$ cat src/rtl/bg_pixel_prefetch.sv
// Background picture pixel prefetcher.
// Streams one frame of 16-bit background pixels from SDRAM into a small FIFO
// and presents one pixel per active-display ce_pix as b/a/r/g nibbles.
// Reads are restarted at BASE_ADDR on every vs rising edge; a read still in
// flight across that edge is completed and its data discarded.
module bg_pixel_prefetch #(
  parameter int unsigned        FIFO_DEPTH = 16,
  parameter int unsigned        ADDR_W     = 25,
  parameter logic [ADDR_W-1:0]  BASE_ADDR  = '0,
  parameter int unsigned        FRAME_PIX  = 307200
) (
  input  logic              clk_50,
  input  logic              reset_l,
  input  logic              enable,
  input  logic              ce_pix,
  input  logic              hblank,
  input  logic              vblank,
  input  logic              vs,
  output logic              mem_rd,
  output logic [ADDR_W-1:0] mem_addr,
  input  logic [15:0]       mem_dout,
  input  logic              mem_ready,
  output logic [3:0]        bg_r,
  output logic [3:0]        bg_g,
  output logic [3:0]        bg_b,
  output logic [3:0]        bg_a,
  output logic              underrun
);

  localparam int unsigned PTR_W  = $clog2(FIFO_DEPTH);
  localparam int unsigned CNT_W  = PTR_W + 1;
  localparam int unsigned FCNT_W = $clog2(FRAME_PIX + 1);

  localparam logic [CNT_W-1:0]  DEPTH_C = CNT_W'(FIFO_DEPTH);
  localparam logic [FCNT_W-1:0] FRAME_C = FCNT_W'(FRAME_PIX);

  typedef enum logic [1:0] {
    F_IDLE,
    F_WAIT,
    F_DROP
  } fetch_state_t;

  // Frame-start detection
  logic                r_vs_q;
  logic                w_start;

  // Fetch FSM
  fetch_state_t        r_state;
  fetch_state_t        w_state_nxt;
  logic                w_issue;
  logic                w_push;

  // Read request / address tracking
  logic                r_mem_rd;
  logic [ADDR_W-1:0]   r_mem_addr;
  logic [ADDR_W-1:0]   r_next_addr;
  logic [FCNT_W-1:0]   r_fetch_cnt;

  // Pixel FIFO
  logic [15:0]         r_fifo [FIFO_DEPTH];
  logic [PTR_W-1:0]    r_wr_ptr;
  logic [PTR_W-1:0]    r_rd_ptr;
  logic [CNT_W-1:0]    r_count;
  logic                w_fifo_empty;
  logic [15:0]         w_fifo_rdata;
  logic                w_pop;

  // Pixel output
  logic                w_active;
  logic [15:0]         r_pix;
  logic                r_underrun;

  assign w_start      = vs & ~r_vs_q;
  assign w_active     = ~(hblank | vblank);
  assign w_fifo_empty = (r_count == '0);
  assign w_fifo_rdata = r_fifo[r_rd_ptr];
  assign w_pop        = ce_pix & enable & w_active & ~w_fifo_empty;

  assign mem_rd   = r_mem_rd;
  assign mem_addr = r_mem_addr;
  assign bg_b     = r_pix[15:12];
  assign bg_a     = r_pix[11:8];
  assign bg_r     = r_pix[7:4];
  assign bg_g     = r_pix[3:0];
  assign underrun = r_underrun;

  // Delayed copy of vs for rising-edge detection
  always_ff @(posedge clk_50 or negedge reset_l) begin
    if (!reset_l) begin
      r_vs_q <= 1'b0;
    end else begin
      r_vs_q <= vs;
    end
  end

  // Fetch FSM state register
  always_ff @(posedge clk_50 or negedge reset_l) begin
    if (!reset_l) begin
      r_state <= F_IDLE;
    end else begin
      r_state <= w_state_nxt;
    end
  end

  // Fetch FSM next state; frame start overrides normal sequencing and sends
  // any still-pending read to F_DROP unless it completes this very cycle
  always_comb begin
    w_state_nxt = r_state;
    if (w_start) begin
      if ((r_state != F_IDLE) && !mem_ready) begin
        w_state_nxt = F_DROP;
      end else begin
        w_state_nxt = F_IDLE;
      end
    end else begin
      unique case (r_state)
        F_IDLE: if (w_issue)   w_state_nxt = F_WAIT;
        F_WAIT: if (mem_ready) w_state_nxt = F_IDLE;
        F_DROP: if (mem_ready) w_state_nxt = F_IDLE;
        default:               w_state_nxt = F_IDLE;
      endcase
    end
  end

  // Fetch FSM outputs: issue a read when there is room and the frame is not
  // fully fetched; accept returned data only for a read of this frame
  always_comb begin
    w_issue = 1'b0;
    w_push  = 1'b0;
    unique case (r_state)
      F_IDLE: w_issue = enable & (r_count < DEPTH_C) &
                        (r_fetch_cnt < FRAME_C) & ~w_start;
      F_WAIT: w_push  = mem_ready & ~w_start;
      F_DROP: w_push  = 1'b0;
      default: begin
        w_issue = 1'b0;
        w_push  = 1'b0;
      end
    endcase
  end

  // Registered read request pulse and its address
  always_ff @(posedge clk_50 or negedge reset_l) begin
    if (!reset_l) begin
      r_mem_rd   <= 1'b0;
      r_mem_addr <= BASE_ADDR;
    end else begin
      r_mem_rd <= w_issue;
      if (w_issue) begin
        r_mem_addr <= r_next_addr;
      end
    end
  end

  // Next fetch address and per-frame fetch count advance on each accepted word
  always_ff @(posedge clk_50 or negedge reset_l) begin
    if (!reset_l) begin
      r_next_addr <= BASE_ADDR;
      r_fetch_cnt <= '0;
    end else if (w_start) begin
      r_next_addr <= BASE_ADDR;
      r_fetch_cnt <= '0;
    end else if (w_push) begin
      r_next_addr <= r_next_addr + ADDR_W'(2);
      r_fetch_cnt <= r_fetch_cnt + FCNT_W'(1);
    end
  end

  // FIFO storage write port
  always_ff @(posedge clk_50) begin
    if (w_push) begin
      r_fifo[r_wr_ptr] <= mem_dout;
    end
  end

  // FIFO pointers and occupancy; frame start flushes everything
  always_ff @(posedge clk_50 or negedge reset_l) begin
    if (!reset_l) begin
      r_wr_ptr <= '0;
      r_rd_ptr <= '0;
      r_count  <= '0;
    end else if (w_start) begin
      r_wr_ptr <= '0;
      r_rd_ptr <= '0;
      r_count  <= '0;
    end else begin
      if (w_push) begin
        r_wr_ptr <= r_wr_ptr + PTR_W'(1);
      end
      if (w_pop) begin
        r_rd_ptr <= r_rd_ptr + PTR_W'(1);
      end
      if (w_push && !w_pop) begin
        r_count <= r_count + CNT_W'(1);
      end else if (!w_push && w_pop) begin
        r_count <= r_count - CNT_W'(1);
      end
    end
  end

  // Pixel output on ce_pix: popped word when active, transparent on empty
  // (flagging underrun), hold during blanking; underrun clears at frame start
  always_ff @(posedge clk_50 or negedge reset_l) begin
    if (!reset_l) begin
      r_pix      <= '0;
      r_underrun <= 1'b0;
    end else begin
      if (ce_pix) begin
        if (!enable) begin
          r_pix <= '0;
        end else if (w_active) begin
          if (w_fifo_empty) begin
            r_pix      <= '0;
            r_underrun <= 1'b1;
          end else begin
            r_pix <= w_fifo_rdata;
          end
        end
      end
      if (w_start) begin
        r_underrun <= 1'b0;
      end
    end
  end

endmodule
$ cat config.mk
export PLATFORM = sky130hd
export DESIGN_NAME = bg_pixel_prefetch
export DESIGN_NICKNAME = d
export VERILOG_FILES = /design/src/rtl/bg_pixel_prefetch.sv
export SDC_FILE = /design/constraint.sdc
export NUM_CORES = 1
export LEC_CHECK = 0
export CORE_MARGIN = 4
export CORE_UTILIZATION = 39
export DETAILED_ROUTE_END_ITERATION = 6
export GPL_ROUTABILITY_DRIVEN = 1
export PLACE_DENSITY = 0.65
export REMOVE_ABC_BUFFERS = 1
export SYNTH_ARGS = -nofsm -noshare
export SYNTH_HDL_FRONTEND = slang
export SYNTH_SLANG_ARGS = --single-unit
$ cat constraint.sdc
create_clock -name clk_50 -period 5.3 [get_ports clk_50]
set_input_delay 1.06 -clock clk_50 [delete_from_list [all_inputs] [get_ports clk_50]]
set_output_delay 1.06 -clock clk_50 [all_outputs]
set_load 0.01 [all_outputs]
==> metrics, run 1 <==
status completed; post-CTS sizing 0; Worst Path Buf+Inv 1; yosys synthesis warning count 0; average wire per standard cell about 21 um; #FFs+latches synth 357; max_cap viols 0; largest net degree at the start of global routing 73; top cells by area, synth edfxtp_1 (53%), dfrtp_1 (18%), mux4_2 (10%); Vias 7482; Reg area between 10000 and 15000 um^2; crit path time final 3.50 ns; CTS tree yes; core area 36500 um^2; die area approximately 40000 um^2; initial DRC count 489; Filler Cell Count 3093; PwrDens 371 nW/um^2; Core Rows 70; Die X between 200 and 250 um; Post-Place Worst Slack 1.24 ns; Layout Nets 941; Inst Count DP 1332; Max-slew headroom 27.3%; Port Buffers 65; post-synth top area cell edfxtp_1; Setup crit start kind primary input; routability cong. around 0.77; Core Util, Final 45.6%; Post-CTS Setup Bufs 0; r2r setup slk 2.23 ns; Total Routed Length 29300 um; hold endpoint r_pix[14]$_DFFE_PN0P_; synthesized area per cell 17.3 um^2; Pre-Repair DR Iteration Count 4; vias in the first global route roughly 7700; DP HPWL between 15000 and 20000 um; setup tns final 0 ns; initial antenna violation count 1; Mapped Area 14400 um^2; LEAKAGE approximately 0.0057 uW; commonest non-fill, non-tap cell in the layout edfxtp_1; post-route setup slack 1.80 ns; Max Fclk around 290 MHz; number of remaining DRC errors 0; fraction of layout cells with a size suffix above 1 16.5%; CP arrival 3.88 ns; design area approximately 17000 um^2; actual slew at the worst max-slew pin about 1.1 ns; FF-to-FF path depth 11; TritonCTS Buffers 37; CP Cell Sequence clkdlybuf4s50_1 > nand2_1 > nor2_1 > nand2_1 > ha_1 > a21oi_1 > a21oi_1 > mux2i_1 > xor2_1 > nor2_1; most frequent cells in the layout edfxtp_1 (256), dfrtp_1 (98), mux4_2 (64), clkdlybuf4s50_1 (64), nor2_1 (51); antenna viol nets, final 0; routed vias/inst 5.35; Top Ports 67; CP top delay family simple AND/OR/NAND/NOR gates; # clock sinks around 360; R2R Path End r_count[4]$_DFFE_PN0P_; # hold bufs at CTS 0; Final Cycle Share 66.1%; HP Class flip-flop to flip-flop; Synth top area share between 50% and 60%; Initial Util between 30% and 40%; first-pass GRT wire length 45900 um; placed cell area 15500 um^2; hold path start r_pix[14]$_DFFE_PN0P_; EDFF count, synth 256; total gr overflow 0; Mapped Cells about 830; Final Max Slew Viols 0; WHS Path Cells 2; RR Startpoint r_state[1]$_DFFE_PN0P_; Worst setup EP type flip-flop; Slowest cell on crit path nor2_1; final setup vio count 0; Crit path largest cell delay roughly 0.61 ns; dominant synthesized flop cell edfxtp_1; peak supply drop ~240 uV; Async SR Flop Fraction 28.3%; Final Non-Filler Cells between 1000 and 1500; Yosys cell types 46; Setup CP Type primary input to flip-flop; Clock Pin Slew Worst Setup and Hold Paths 0.06 ns; worst skew pair latency 0.51 ns; Crit path required time 5.68 ns; antenna cells 0; Hold Vio Cnt, Final 0; Area growth syn-to-layout 15.9%; GR Util All Layers 15.0%; Worst Skew around 0.023 ns; root buffer cell clkbuf_16; RSZ-0062 raised after global routing no; Critical Path Fanout Max 14; H-tree Lvls 2; register area share after synthesis 71.0%; clock buffer depth 3; area of the multi-input gates between 3000 and 4000 um^2; DIE HEIGHT 200 um
==> tightest hold or removal path: stages (launching register included) <==
cell      delay, ns
dfrtp_1        0.34
nand2_1        0.05
o221ai_1       0.06
==> Yosys cell counts (9+ instances only) <==
cell and instances:
mux2i_1 33, nand3_1 23, ha_1 13, xor2_1 32
mux2_2 24, nand2_1 48, clkbuf_1 23, o221ai_1 16
dfrtp_1 101, xnor2_1 14, nor2_1 51, nor4_1 9
a21oi_1 12, mux4_2 64, and2_1 18, nand4_1 17
edfxtp_1 256
==> state kept, by name (all words and copies together), names as in the netlist, 2 cells and up <==
name / count
r_fetch_cnt: 19
r_next_addr: 24
r_rd_ptr: 4
r_wr_ptr: 4
r_fifo: 256
mem_addr: 24
r_state: 2
r_count: 5
r_pix: 16
==> how the worst max path moves through the flow <==
| stage | start | slack, ns | endpoint | depth (start not counted) |
|---|---|---|---|---|
| 2_1_floorplan | r_rd_ptr[2]$_DFFE_PN0P_ | 1.67 | r_pix[14]$_DFFE_PN0P_ | 3 |
| 3_3_place_gp | mem_ready | 1.34 | r_fifo[9][12]$_DFFE_PP_ | 6 |
| 3_5_place_dp | mem_ready | 1.24 | r_count[4]$_DFFE_PN0P_ | 10 |
| 4_1_cts | mem_ready | 1.77 | r_fifo[7][7]$_DFFE_PP_ | 6 |
| 5_1_grt | mem_ready | 1.49 | r_count[4]$_DFFE_PN0P_ | 10 |
| 6_report | mem_ready | 1.80 | r_count[4]$_DFFE_PN0P_ | 10 |
==> cell type report <==
cell class	instances	share of cell area, %
multi-input combinational	429	23.9
clock inverter	24	0.976
clock buffer	43	5.95
tap	468	3.51
sequential	357	61.3
timing repair buffer	73	4.25
inverter	5	0.113
==> through the flow <==
step | hold slack, ns | total power [uW]
after CTS | 0.490 | 6260
after global routing | 0.509 | 6440
after floorplan | 0.489 | 3530
after detailed placement | 0.472 | 3790
final | 0.487 | 6180
after global placement | 0.471 | 3770
==> report_power, final <==
part,total [uW],internal [uW],switching (uW)
Combinational,559,240,319
Clock,2460,1430,1030
Sequential,3160,3090,66.7
==> routing by layer <==
metal | GRT usage, % | vias to the layer above | part of all wire [%]
li1 | - | 3373 | -
met1 | 21.6 | 3860 | 44
met2 | 23.6 | 207 | 47
met3 | 3.11 | 40 | 6.1
met4 | 3.65 | 2 | 2.0
met5 | 0 | - | 0.044
==> kinds of logic after synthesis <==
logic type	after synthesis	synth area share, %
adder cells (fa/ha/maj)	14	1.27
flip-flops	357	71.0
other	1	0.0261
AND/OR/NAND/NOR	202	7.12
XOR/XNOR	46	2.80
buffers and inverters	46	1.38
multiplexers	121	14.2
AO/OA/AOI/OAI	45	2.20
(Power assumes the default switching activity.)
==> inputs of run 2 (changes only) <==
Clock period 5.3 ns to 3.5 ns, I/O delays scaled along.
==> run 2 against run 1 <==
Clock skew is 0.0050 ns lower. Via count is 1.2% higher. Worst setup slack worse by 0.99 ns. Non-clock buffer count rose by 26.
==> metrics, run 2 (synthesis gave the netlist of run 1 again) <==
Reg area 10200 um^2 (unchanged); area of the multi-input gates 3980 um^2 (unchanged); Worst setup EP type flip-flop (unchanged); antenna cells 0 (unchanged); Hold WS 0.219 ns (was 0.487 ns); Layout Nets 968 (was 941); Worst Skew 0.0182 ns (was 0.0233 ns); Crit path largest cell delay 0.58 ns (was 0.61 ns); Initial Util 39.4% (unchanged); status completed (unchanged); total gr overflow 0 (unchanged); CTS tree yes (unchanged); average wire per standard cell 21.3 um (was 20.9 um); Setup crit start kind flip-flop (was primary input); TritonCTS Buffers 38 (was 37); commonest non-fill, non-tap cell in the layout edfxtp_1 (unchanged); peak supply drop 354 uV (was 241 uV); Port Buffers 65 (unchanged); die area 40000 um^2 (unchanged); CP arrival 3.09 ns (was 3.88 ns); fraction of layout cells with a size suffix above 1 19.1% (was 16.5%); Filler Cell Count 3118 (was 3093); Final Non-Filler Cells 1427 (was 1399); root buffer cell clkbuf_16 (unchanged); max reg flops 256 (unchanged); Crit path required time 3.90 ns (was 5.68 ns); max_cap viols 0 (unchanged); actual slew at the worst max-slew pin 0.686 ns (was 1.09 ns); Top Ports 67 (unchanged); FF-to-FF path depth 9 (was 11); Hold Vio Cnt, Final 0 (unchanged); post-CTS sizing 0 (unchanged); Area growth syn-to-layout 18.2% (was 15.9%); first-pass GRT wire length 47400 um (was 45900 um); DIE HEIGHT 200 um (unchanged); vias in the first global route 7931 (was 7732); Final Max Slew Viols 0 (unchanged); Critical Path Fanout Max 5 (was 14); Slowest cell on crit path or4_1 (was nor2_1); initial DRC count 535 (was 489); CP Cell Sequence or4_1 > o21ai_1 > nand2_1 > ha_1 > nand3_1 > and3_1 > mux2i_1 > xor2_1 > nor2_1 (was clkdlybuf4s50_1 > nand2_1 > nor2_1 > nand2_1 > ha_1 > a21oi_1 > a21oi_1 > mux2i_1 > xor2_1 > nor2_1); RSZ-0062 raised after global routing no (unchanged); CP top delay family simple AND/OR/NAND/NOR gates (unchanged); Vias 7573 (was 7482); LEAKAGE 0.00592 uW (was 0.00573 uW); H-tree Lvls 2 (unchanged); # hold bufs at CTS 0 (unchanged); core area 36500 um^2 (unchanged); # clock sinks 357 (unchanged); routed vias/inst 5.31 (was 5.35); Pre-Repair DR Iteration Count 4 (unchanged); routability cong. 0.753 (was 0.766); Die X 200 um (unchanged); Clock Pin Slew Worst Setup and Hold Paths 0.06 ns (about the same); crit path time final 2.69 ns; final setup vio count 0 (unchanged); largest reg by FF count r_fifo (unchanged); Max-slew headroom 54.2% (was 27.3%); Post-CTS Setup Bufs 0 (unchanged); Setup CP Type flip-flop to flip-flop (was primary input to flip-flop); PwrDens 565 nW/um^2 (was 371 nW/um^2); initial antenna violation count 1 (unchanged); CP Depth 9 (was 10); Final Cycle Share 76.8%; clock buffer depth 3 (unchanged); Inst Count DP 1358 (was 1332); most frequent cells in the layout edfxtp_1 (256), dfrtp_1 (98), mux4_2 (64), clkdlybuf4s50_1 (64), nor2_1 (51) (unchanged); DP HPWL 17200 um (was 17800 um); largest net degree at the start of global routing 48 (was 73); GR Util All Layers 15.6% (was 15.0%); number of remaining DRC errors 0 (unchanged); antenna viol nets, final 0 (unchanged); HP Class primary input to async pin (was flip-flop to flip-flop); Worst Path Buf+Inv 0 (was 1); Core Rows 70 (unchanged); worst skew pair latency 0.53 ns (was 0.51 ns); Total Routed Length 30400 um (was 29300 um); Max Fclk around 370 MHz
[run 2: cell count changes in the layout (fill, tap and decap cells not counted)]
cell,before,now
clkinv_4,0,1
inv_6,2,0
clkbuf_8,0,1
buf_4,9,31
bufinv_16,2,4
clkinv_8,0,2
clkbuf_1,4,9
clkinv_1,14,8
buf_12,0,4
clkinv_2,5,4
[run 2: worst paths after layout]
path / from / slack [ns] / end
min in group clk_50: r_pix[14]$_DFFE_PN0P_ / 0.49 / r_pix[14]$_DFFE_PN0P_
worst min register to register: r_pix[14]$_DFFE_PN0P_ / 0.49 / r_pix[14]$_DFFE_PN0P_
worst min-delay path: reset_l / 0.22 / r_next_addr[13]$_DFFE_PN0P_
worst max register to register: r_count[1]$_DFFE_PN0P_ / 0.81 / r_count[4]$_DFFE_PN0P_
max in group asynchronous: reset_l / 2.68 / r_pix[12]$_DFFE_PN0P_
worst max-delay path: r_count[1]$_DFFE_PN0P_ / 0.81 / r_count[4]$_DFFE_PN0P_
[run 2: power breakdown]
group | leakage [uW] | total [uW] | internal, uW | switching, uW
sequential | 0.00369 | 4790 | 4680 | 107
combinational | 0.00163 | 841 | 379 | 462
clock | 0.000601 | 3980 | 2370 | 1610
total | 0.00592 | 9610 | 7430 | 2180
[run 2: metrics by stage]
stage / total power, uW / TNS, ns / setup WS (ns) / area, um^2 / util [%]
finish: 9610 / 0 / 0.813 / 17000 / 46.6
global route: 10000 / 0 / 0.632 / 17000 / 46.6
CTS: 9730 / 0 / 0.814 / 17000 / 46.6
detailed placement: 5730 / 0 / 0.295 / 15800 / 43.1
global placement: 5710 / 0 / 0.355 / 15800 / 43.1
floorplan: 5350 / -2.01 / -0.133 / 14200 / -
[run 2: layer usage]
metal | share of wire (%) | GRT usage, % | vias to the layer above
li1 | - | - | 3423
met1 | 44 | 21.5 | 3923
met2 | 49 | 26.0 | 181
met3 | 5.1 | 3.12 | 44
met4 | 1.6 | 3.47 | 2
met5 | 0.066 | 0 | -
[run 2: area by class of cell]
cell class	count	share of cell area, %
inverters	5	0.110
clock buffers	49	6.02
multi-input cells	429	23.4
well taps	468	3.44
clock inverters	20	1.29
flip-flops and latches	357	60.1
repair buffers	99	5.61
[run 2: worst register-to-register path: stages (launching register included)]
cell and delay [ns]:
dfrtp_1 0.43, or4_1 0.58, o21ai_1 0.31, nand2_1 0.22
ha_1 0.39, nand3_1 0.10, and3_1 0.17, mux2i_1 0.17
xor2_1 0.16, nor2_1 0.05
